## config.mk

```make
export PLATFORM = sky130hd
export DESIGN_NAME = hazard_stall_unit_flat
export DESIGN_NICKNAME = d
export VERILOG_FILES = /design/src/rtl/hazard_stall_unit_if.sv /design/src/rtl/hazard_stall_unit.sv /design/src/flat_wrapper.sv
export SDC_FILE = /design/constraint.sdc
export NUM_CORES = 1
export LEC_CHECK = 0
export CAP_MARGIN = 40
export CORE_MARGIN = 2
export CORE_UTILIZATION = 30
export CTS_CLUSTER_SIZE = 30
export DETAILED_ROUTE_END_ITERATION = 7
export PLACE_DENSITY_LB_ADDON = 0.05
export SETUP_SLACK_MARGIN = 0.1
export SYNTH_ARGS = -nofsm -noshare
export SYNTH_HDL_FRONTEND = slang
export SYNTH_SLANG_ARGS = --single-unit
```

## constraint.sdc

```tcl
create_clock -name clk -period 2.4 [get_ports clk]
set_input_delay 0.48 -clock clk [delete_from_list [all_inputs] [get_ports clk]]
set_output_delay 0.48 -clock clk [all_outputs]
set_load 0.005 [all_outputs]
```

## src/rtl/hazard_stall_unit_if.sv

```systemverilog
// hazard_stall_unit_if: ID-stage hazard inputs and stall/flush/forward controls.
// The pipeline drives through the master modport; the hazard unit uses slave.
`default_nettype none

interface hazard_stall_unit_if #(
  parameter int REG_AW = 5
);
  logic [REG_AW-1:0] id_rs1;
  logic [REG_AW-1:0] id_rs2;
  logic              id_rs1_used;
  logic              id_rs2_used;
  logic [REG_AW-1:0] id_rd;
  logic              id_rf_enable;
  logic              id_load_instr;
  logic              ex_jump_taken;
  logic              cu_mux_sel;
  logic              pc_le;
  logic              ifid_le;
  logic              ifid_flush;
  logic [1:0]        fwd_a_sel;
  logic [1:0]        fwd_b_sel;
  logic              stall_active;

  modport master (
    output id_rs1, id_rs2, id_rs1_used, id_rs2_used, id_rd,
           id_rf_enable, id_load_instr, ex_jump_taken,
    input  cu_mux_sel, pc_le, ifid_le, ifid_flush,
           fwd_a_sel, fwd_b_sel, stall_active
  );

  modport slave (
    input  id_rs1, id_rs2, id_rs1_used, id_rs2_used, id_rd,
           id_rf_enable, id_load_instr, ex_jump_taken,
    output cu_mux_sel, pc_le, ifid_le, ifid_flush,
           fwd_a_sel, fwd_b_sel, stall_active
  );
endinterface

`default_nettype wire

```

## src/rtl/hazard_stall_unit.sv

```systemverilog
// hazard_stall_unit: hazard detection, stall/flush control and operand forwarding select.
// HAZARD_FWD_EN defined: MEM/WB forwarding, load-use stalls only; undefined: stall until producer leaves WB.
`default_nettype none

module hazard_stall_unit #(
  parameter int          REG_AW  = 5,
  parameter int unsigned X0_ADDR = 0
) (
  input  wire                  clk,
  input  wire                  reset,
  hazard_stall_unit_if.slave   hz
);

  localparam logic [REG_AW-1:0] X0       = REG_AW'(X0_ADDR);
  localparam logic [1:0]        FWD_RF   = 2'b00;
  localparam logic [1:0]        FWD_MEM  = 2'b01;
  localparam logic [1:0]        FWD_WB   = 2'b10;

  typedef enum logic [1:0] {
    ST_RUN   = 2'd0,
    ST_STALL = 2'd1,
    ST_FLUSH = 2'd2
  } state_t;

  state_t            state_q, state_d;
  logic [REG_AW-1:0] ex_rd_q, ex_rd_d;
  logic              ex_we_q, ex_we_d;
  logic              ex_ld_q, ex_ld_d;
  logic [REG_AW-1:0] mem_rd_q;
  logic              mem_we_q;
  logic [REG_AW-1:0] wb_rd_q;
  logic              wb_we_q;

  function automatic logic match(input logic              used,
                                 input logic              we,
                                 input logic [REG_AW-1:0] rd,
                                 input logic [REG_AW-1:0] src);
    return used && we && (rd == src) && (src != X0);
  endfunction

  logic a_ex, b_ex, a_mem, b_mem, a_wb, b_wb;
  logic ld_use, stall_cond, flush, bubble;

  always_comb begin
    a_ex  = match(hz.id_rs1_used, ex_we_q,  ex_rd_q,  hz.id_rs1);
    b_ex  = match(hz.id_rs2_used, ex_we_q,  ex_rd_q,  hz.id_rs2);
    a_mem = match(hz.id_rs1_used, mem_we_q, mem_rd_q, hz.id_rs1);
    b_mem = match(hz.id_rs2_used, mem_we_q, mem_rd_q, hz.id_rs2);
    a_wb  = match(hz.id_rs1_used, wb_we_q,  wb_rd_q,  hz.id_rs1);
    b_wb  = match(hz.id_rs2_used, wb_we_q,  wb_rd_q,  hz.id_rs2);
    ld_use = ex_ld_q && (a_ex || b_ex);
    flush  = hz.ex_jump_taken;
`ifdef HAZARD_FWD_EN
    stall_cond = ld_use;
`else
    stall_cond = ld_use || a_ex || b_ex || a_mem || b_mem || a_wb || b_wb;
`endif
    bubble = flush || stall_cond;
  end

  always_comb begin
    hz.cu_mux_sel   = bubble;
    hz.pc_le        = flush || !stall_cond;
    hz.ifid_le      = flush || !stall_cond;
    hz.ifid_flush   = flush;
    hz.stall_active = stall_cond && !flush;
`ifdef HAZARD_FWD_EN
    // The younger producer (MEM) holds the newer value when both stages match.
    hz.fwd_a_sel = a_mem ? FWD_MEM : (a_wb ? FWD_WB : FWD_RF);
    hz.fwd_b_sel = b_mem ? FWD_MEM : (b_wb ? FWD_WB : FWD_RF);
`else
    hz.fwd_a_sel = FWD_RF;
    hz.fwd_b_sel = FWD_RF;
`endif
  end

  always_comb begin
    ex_rd_d = hz.id_rd;
    ex_we_d = !bubble && hz.id_rf_enable && (hz.id_rd != X0);
    ex_ld_d = !bubble && hz.id_load_instr && (hz.id_rd != X0);
    if (flush)
      state_d = ST_FLUSH;
    else if (stall_cond)
      state_d = ST_STALL;
    else
      state_d = ST_RUN;
  end

  always_ff @(posedge clk or posedge reset) begin
    if (reset) begin
      state_q  <= ST_RUN;
      ex_rd_q  <= '0;
      ex_we_q  <= 1'b0;
      ex_ld_q  <= 1'b0;
      mem_rd_q <= '0;
      mem_we_q <= 1'b0;
      wb_rd_q  <= '0;
      wb_we_q  <= 1'b0;
    end else begin
      state_q  <= state_d;
      ex_rd_q  <= ex_rd_d;
      ex_we_q  <= ex_we_d;
      ex_ld_q  <= ex_ld_d;
      mem_rd_q <= ex_rd_q;
      mem_we_q <= ex_we_q;
      wb_rd_q  <= mem_rd_q;
      wb_we_q  <= mem_we_q;
    end
  end

  // Any non-RUN state was entered through a bubble, so EX must hold no producer.
  a_bubble_after_stall: assert property (@(posedge clk) disable iff (reset)
    (state_q != ST_RUN) |-> !(ex_we_q || ex_ld_q));

endmodule

`default_nettype wire

```

## src/flat_wrapper.sv

```systemverilog
// flat-port wrapper written by rule: the top's interface ports become plain ports
module hazard_stall_unit_flat 
#(
  parameter int          REG_AW  = 5,
  parameter int unsigned X0_ADDR = 0
)
  (clk, reset, hz_id_rs1, hz_id_rs2, hz_id_rs1_used, hz_id_rs2_used, hz_id_rd, hz_id_rf_enable, hz_id_load_instr, hz_ex_jump_taken, hz_cu_mux_sel, hz_pc_le, hz_ifid_le, hz_ifid_flush, hz_fwd_a_sel, hz_fwd_b_sel, hz_stall_active);
  hazard_stall_unit_if #(.REG_AW(REG_AW)) hz_i ();
  input  wire clk;
  input  wire reset;
  input wire logic [$bits(hz_i.id_rs1)-1:0] hz_id_rs1;
  input wire logic [$bits(hz_i.id_rs2)-1:0] hz_id_rs2;
  input wire logic [$bits(hz_i.id_rs1_used)-1:0] hz_id_rs1_used;
  input wire logic [$bits(hz_i.id_rs2_used)-1:0] hz_id_rs2_used;
  input wire logic [$bits(hz_i.id_rd)-1:0] hz_id_rd;
  input wire logic [$bits(hz_i.id_rf_enable)-1:0] hz_id_rf_enable;
  input wire logic [$bits(hz_i.id_load_instr)-1:0] hz_id_load_instr;
  input wire logic [$bits(hz_i.ex_jump_taken)-1:0] hz_ex_jump_taken;
  output wire logic [$bits(hz_i.cu_mux_sel)-1:0] hz_cu_mux_sel;
  output wire logic [$bits(hz_i.pc_le)-1:0] hz_pc_le;
  output wire logic [$bits(hz_i.ifid_le)-1:0] hz_ifid_le;
  output wire logic [$bits(hz_i.ifid_flush)-1:0] hz_ifid_flush;
  output wire logic [$bits(hz_i.fwd_a_sel)-1:0] hz_fwd_a_sel;
  output wire logic [$bits(hz_i.fwd_b_sel)-1:0] hz_fwd_b_sel;
  output wire logic [$bits(hz_i.stall_active)-1:0] hz_stall_active;
  assign hz_i.id_rs1 = hz_id_rs1;
  assign hz_i.id_rs2 = hz_id_rs2;
  assign hz_i.id_rs1_used = hz_id_rs1_used;
  assign hz_i.id_rs2_used = hz_id_rs2_used;
  assign hz_i.id_rd = hz_id_rd;
  assign hz_i.id_rf_enable = hz_id_rf_enable;
  assign hz_i.id_load_instr = hz_id_load_instr;
  assign hz_i.ex_jump_taken = hz_ex_jump_taken;
  assign hz_cu_mux_sel = hz_i.cu_mux_sel;
  assign hz_pc_le = hz_i.pc_le;
  assign hz_ifid_le = hz_i.ifid_le;
  assign hz_ifid_flush = hz_i.ifid_flush;
  assign hz_fwd_a_sel = hz_i.fwd_a_sel;
  assign hz_fwd_b_sel = hz_i.fwd_b_sel;
  assign hz_stall_active = hz_i.stall_active;
  hazard_stall_unit #(.REG_AW(REG_AW), .X0_ADDR(X0_ADDR)) u_core (.clk(clk), .reset(reset), .hz(hz_i));
endmodule
```

==> impl_metrics.tcl, run 1 <==
set metrics [dict create \
    finalWeightedCongestion 0.760 \
    synth.top_cells.by_area "dfrtp_1 (49%), xor2_1 (23%), xnor2_1 (5.7%), buf_4 (4.9%), nor4_1 (4.1%)" \
    synthCells 81 \
    synth.top_cells.by_count "xor2_1 (24), dfrtp_1 (18)" \
    diodes 0 \
    cell_internal_pwr_uw 447 \
    synth_most_common_cell "xor2_1" \
    timing.hold.worst.class "register to register" \
    worst-path-max-fanout 4 \
    fin_cells 146 \
    arrival_time_at_the_worst_endpoint_ps 1990 \
    port_buffers 25 \
    first_global_vias 700 \
    timing.critical_path.slowest_stage_cell "nor4_2" \
    maxClockFrequency_mhz 404 \
    detail_route.first_pass.iterations 5 \
    totalWireLength_mm 2.07 \
    clk-insertion-delay-late_ps 280 \
    outcome "finished with violations" \
    cts.reportedPaths.clkPinSlew_ps 90 \
    grt_usage_pct 13.9 \
    wl_per_cell_um 14.2 \
    fin_nets 137 \
    drt-vias-per-instance 4.62 \
    grt_first_pass_wirelength_mm 3.45 \
    synth_area_leader_cell "dfrtp_1" \
    synthesis.area_sq_um 920 \
    power_switching_share_pct 25.7 \
    finalSetupTns_ps -148 \
    antenna_violations_before_repair 0 \
    synth_edf_count 0 \
    violations_in_the_final_reports "negative setup slack" \
    globalRouteOverflowTotal 0 \
    route.met2.wl_mm 1.07 \
    ys_types 15 \
    drt_drc_violations_left 0 \
    worst_ep_required_time_ps 1920 \
    ctsRootBufferMaster "clkbuf_4" \
    met1_length_um 883 \
    post-place-cells 142 \
    multiInputGateArea_sq_um 505 \
    finalCriticalPeriod_ps 2470 \
    met3WireLength_um 95 \
    floorplan.io_pins 31 \
    switchingPower_uw 155 \
    post-route-util_pct 43.7 \
    h_tree_lvl_count 1 \
    cts.path.max_buffers 2 \
    leakage_uw 0.000538 \
    timing.critical_path.buf_inv 2 \
    cp-end-kind "output port" \
    hpwlAfterDp_mm 1.64 \
    final_min_period_over_clock_period_pct 103 \
    die_height_um 59.4 \
    timing.critical_path.from_type "primary input" \
    critical_path_class "primary input to output port" \
    floorplan.core_area_sq_mm 0.00298 \
    maxSlewHeadroom_pct 54.0 \
    timing.final.ws_setup_ps -74.1 \
    floorplan.initialDensity_pct 30.9 \
    synthFlopType "dfrtp_1" \
    finalMaxSlewViolations 0 \
    yosys.area.top_type_share_pct 49.0 \
    synth.yosys.warnings 0 \
    register_area_share_after_synthesis_pct 49.0 \
    grt_max_degree 19 \
    cts_made_buffers 3 \
    synth_to_layout_area_growth_pct 41.6 \
    hold_buffers 0 \
    dieArea_sq_mm 0.00352 \
    topRoutingLayerUsed "met4" \
    p_per_area_mw_per_mm2 462 \
    vias 674 \
    placement_rows 20 \
    nFillCells 296 \
    hold_viol 0 \
    cts.sinks 18 \
    max-vdd-ir-drop_v 0.000228 \
    max-cap-violations 0 \
    skew_ps 5.14 \
    clkPwrFrac_pct 23.0 \
    critical_path.cell_chain "clkdlybuf4s15_2, xor2_1, nor4_2, nand3_1, a31oi_4, nor2_2, or2_1, buf_2" \
    rsz0062_at_grt "yes" \
    cts_tree "done" \
    dieWidth_um 59.4 \
    detail-route-antenna-nets 0 \
    async_flop_share_pct 100 \
    postSynthRegisterBits 18 \
    comb_power_share_pct 21.6 \
    syn_avg_cell_area_sq_um 11.4 \
    pwr-share-seq_pct 55.4 \
    drive_gt1_share_pct 31.9 \
    sequential_cell_area_sq_um 450 \
    critical-path-top-delay-family "simple AND/OR/NAND/NOR gates" \
    tightestPinTransition_ps 689 \
    drt-initial-drc-count 16 \
    maximum_cell_stage_delay_along_the_critical_path_ps 300 \
    final-setup-viol-count 2 \
]
sequential cells by signal, indices dropped and copies added (netlist names):
name	count
u_core.mem_we_q	1
u_core.ex_rd_q	5
u_core.wb_rd_q	5
u_core.mem_rd_q	5
u_core.ex_we_q	1
u_core.wb_we_q	1
placed cells by master, fill, tap and decap left out, drive strengths merged:
master / instances
xor2: 24
buf: 19
dfrtp: 18
clkdlybuf4s50: 11
xnor2: 6
nand3: 6
nor4: 6
conb: 4
clkbuf: 3
or4: 3
nor2: 3
o21ai: 2
a31oi: 2
clkdlybuf4s15: 2
or3: 1
or2: 1
nor3b: 1
inv: 1
what timing repair did:
action	in CTS	in global routing
buffers inserted	1	0
pin swaps	18	7
endpoints found under the setup margin	4	4
gates resized for setup	71	5
per-stage QoR:
stage	hold slack (ps)	setup WS [ps]	area, sq um	total power, uW
finish	410	-74.1	1300	602
floorplan	373	313	931	393
detailed placement	387	-757	1220	459
global placement	387	-766	1220	459
CTS	410	-57.2	1270	604
global route	437	-182	1300	639
power groups by stage:
stage | clock network, uW | registers, uW | logic [uW]
finish | 138 | 333 | 130
global route | 160 | 336 | 143
CTS | 144 | 334 | 127
detailed placement | 0 | 340 | 119
global placement | 0 | 339 | 119
floorplan | 0 | 337 | 55.8
path summary, 6_finish.rpt:
kind                                          from                 end  slack [ps]  cells after the start
worst max register to register  u_core.mem_rd_q[0]      u_core.ex_we_q         630                      8
worst min register to register     u_core.mem_we_q      u_core.wb_we_q         410                      0
worst min-delay path               u_core.mem_we_q      u_core.wb_we_q         410                      0
min in group asynchronous                    reset  u_core.mem_rd_q[3]         600                      2
worst max-delay path                  hz_id_rs1[4]          hz_ifid_le         -70                      8
max in group asynchronous                    reset  u_core.mem_rd_q[2]        1360                      2
cell type report:
cell class                      instances  share of cell area (%)
Inverter                                1                   0.288
Multi-Input combinational cell         59                    38.8
Timing Repair Buffer                   32                    21.4
Sequential cell                        18                    34.6
Clock buffer                            3                    1.73
Tap cell                               33                    3.17
metal layers:
layer  vias up  GRT usage, %
li1        331             -
met1       321          18.6
met2        20          22.4
met3         2          3.28
met4         0          3.90
met5         -             0
kinds of logic after synthesis:
| kind of cell | Yosys count | share of synthesized area (%) |
|---|---|---|
| flops | 18 | 49.0 |
| other cells | 1 | 0.408 |
| compound gates | 4 | 2.45 |
| xor+xnor | 30 | 28.6 |
| simple gates | 21 | 14.3 |
| buf+inv | 7 | 5.31 |
(Power assumes the default switching activity.)
==> run 2: changes to the inputs <==
Settings changed: CAP_MARGIN 40 to 15.
==> results of run 2 <==
No change in the layout: final DEF, timing and power equal those of run 1.
==> run 3: changes to the inputs <==
Clock period 2.4 ns to 2.53 ns, I/O delays scaled along.
==> run 3 against run 2 <==
  * The run now ends clean
  * Cell count up 0.68%
  * Clock power is 25% higher
  * Combinational power shrank 12%
  * Register-to-register slack better by 240 ps
  * Clock-buffer cell count up 1
  * Global-route usage down 0.14 points
  * Worst hold slack gained 3.2 ps
  * Die area is the same
  * Setup slack improved by 130 ps
  * Sequential power is 5% lower
==> impl_metrics.tcl, run 3 (synthesized netlist as in run 1, its figures left out) <==
set metrics [dict create \
    h_tree_lvl_count 1 \
    cts_tree "done" \
    worstSetupStartpoint "u_core.mem_rd_q[2]" \
    placement_rows 20 \
    outcome "finished, final reports clean" \
    first_global_vias 765 \
    r2r_start "u_core.mem_rd_q[2]" \
    detail-route-antenna-nets 0 \
    hold_viol 0 \
    maxClockFrequency_mhz 403 \
    timing.critical_path.from_type "register" \
    floorplan.initialDensity_pct 30.9 \
    globalRouteOverflowTotal 0 \
    drt-initial-drc-count 5 \
    port_buffers 25 \
    synth_to_layout_area_growth_pct 38.6 \
    max-cap-violations 0 \
    cts.reportedPaths.clkPinSlew_ps 100 \
    largestRegisters "u_core.ex_rd_q: 5 flops, u_core.mem_rd_q: 5 flops, u_core.wb_rd_q: 5 flops" \
    skew_ps 3.27 \
    cp-end-kind "output port" \
    tightestPinTransition_ps 669 \
    clk-insertion-delay-late_ps 290 \
    rsz0062_at_grt "yes" \
    fin_nets 137 \
    finalCriticalPeriod_ps 2480 \
    cts_made_buffers 3 \
    post-place-cells 142 \
    fin_cells 147 \
    die_height_um 59.4 \
    grt_usage_pct 13.8 \
    worst_ep_required_time_ps 2020 \
    dieWidth_um 59.4 \
    hpwlAfterDp_mm 1.67 \
    maxSlewHeadroom_pct 55.3 \
    grt_max_degree 19 \
    preCtsSetupSlack_ps -702 \
    hp-start "u_core.mem_we_q" \
    finalWeightedCongestion 0.737 \
    layout.cells.most_common "xor2_1" \
    most_frequent_cells_in_the_layout "xor2_1 (24), dfrtp_1 (18), clkdlybuf4s50_1 (11), buf_2 (11)" \
    cts.sinks 18 \
    max-vdd-ir-drop_v 0.000244 \
    drt-vias-per-instance 4.75 \
    dieArea_sq_mm 0.00352 \
    worst-path-max-fanout 3 \
    wl_per_cell_um 14.4 \
    finalMaxSlewViolations 0 \
    nFillCells 306 \
    antenna_violations_before_repair 0 \
    leakage_uw 0.000536 \
    final-setup-viol-count 0 \
    cts.path.max_buffers 2 \
    vias 698 \
    drive_gt1_share_pct 32.5 \
    hold_buffers 0 \
    floorplan.io_pins 31 \
    timing.hold.worst.class "register to register" \
    post-route-util_pct 42.8 \
    minimum_hold_slack_ps 413 \
    ctsRootBufferMaster "clkbuf_4" \
    arrival_time_at_the_worst_endpoint_ps 1970 \
    totalWireLength_mm 2.12 \
    detail_route.first_pass.iterations 4 \
    critical_path_class "register to output port" \
    diodes 0 \
    final_min_period_over_clock_period_pct 98.0 \
    grt_first_pass_wirelength_mm 3.47 \
    p_per_area_mw_per_mm2 474 \
    drt_drc_violations_left 0 \
    timing.final.ws_setup_ps 51.0 \
    floorplan.core_area_sq_mm 0.00298 \
]
==> run 3: routing by layer <==
layer  track usage (%)  wire length [um]  vias up  share of wire, %
met5                 0                 0        -                 0
met3              2.18               117        6               5.5
met2              23.5              1080       27                51
met4              6.82                60        0               2.8
met1              16.7               861      332                41
li1                  -                 -      333                 -
==> run 3: final cells by class <==
cell class | instances | area [sq um] | share of cell area, %
multi-input cells | 59 | 488 | 38.3
flip-flops and latches | 18 | 450 | 35.3
repair buffers | 32 | 255 | 20.0
well taps | 33 | 41.3 | 3.24
clock buffers | 4 | 36.3 | 2.85
inverters | 1 | 3.75 | 0.294
==> run 3: worst max-delay path, cell delays in order, from the launching register on <==
cell and delay [ps]:
dfrtp_1 430, xor2_1 160, nor4_2 320, nand3_1 140, a31oi_2 220, nor2_1 70, or2_1 220, buf_2 130
==> run 3: where the power goes <==
group	switching [uW]	total (uW)	internal, uW
Sequential	13.8	316	303
Clock	84.9	173	87.6
Combinational	54.0	115	61.4
Total	153	604	452
==> run 3: what timing repair did <==
action,in CTS,in global routing
pin swaps,16,9
setup buffers,1,0
endpoints found under the setup margin,4,4
resized for setup,61,6
hold endpoints to repair,0,0
==> run 3: final timing paths <==
check                                     end  slack, ps  depth (start not counted)
min in group asynchronous  u_core.mem_rd_q[3]        600                          2
hold reg to reg                u_core.wb_we_q        410                          0
max in group asynchronous   u_core.wb_rd_q[4]       1500                          2
setup reg to reg               u_core.ex_we_q        870                          7
setup / recovery                     hz_pc_le         50                          7
hold / removal                 u_core.wb_we_q        410                          0
==> run 3: metrics by stage <==
stage	setup TNS, ps	cell area [sq um]	total power [uW]
after global placement	-2700	1220	435
final	0	1270	604
after CTS	-24.2	1240	610
after global routing	-215	1270	639
after floorplan	0	931	373
after detailed placement	-2670	1220	436
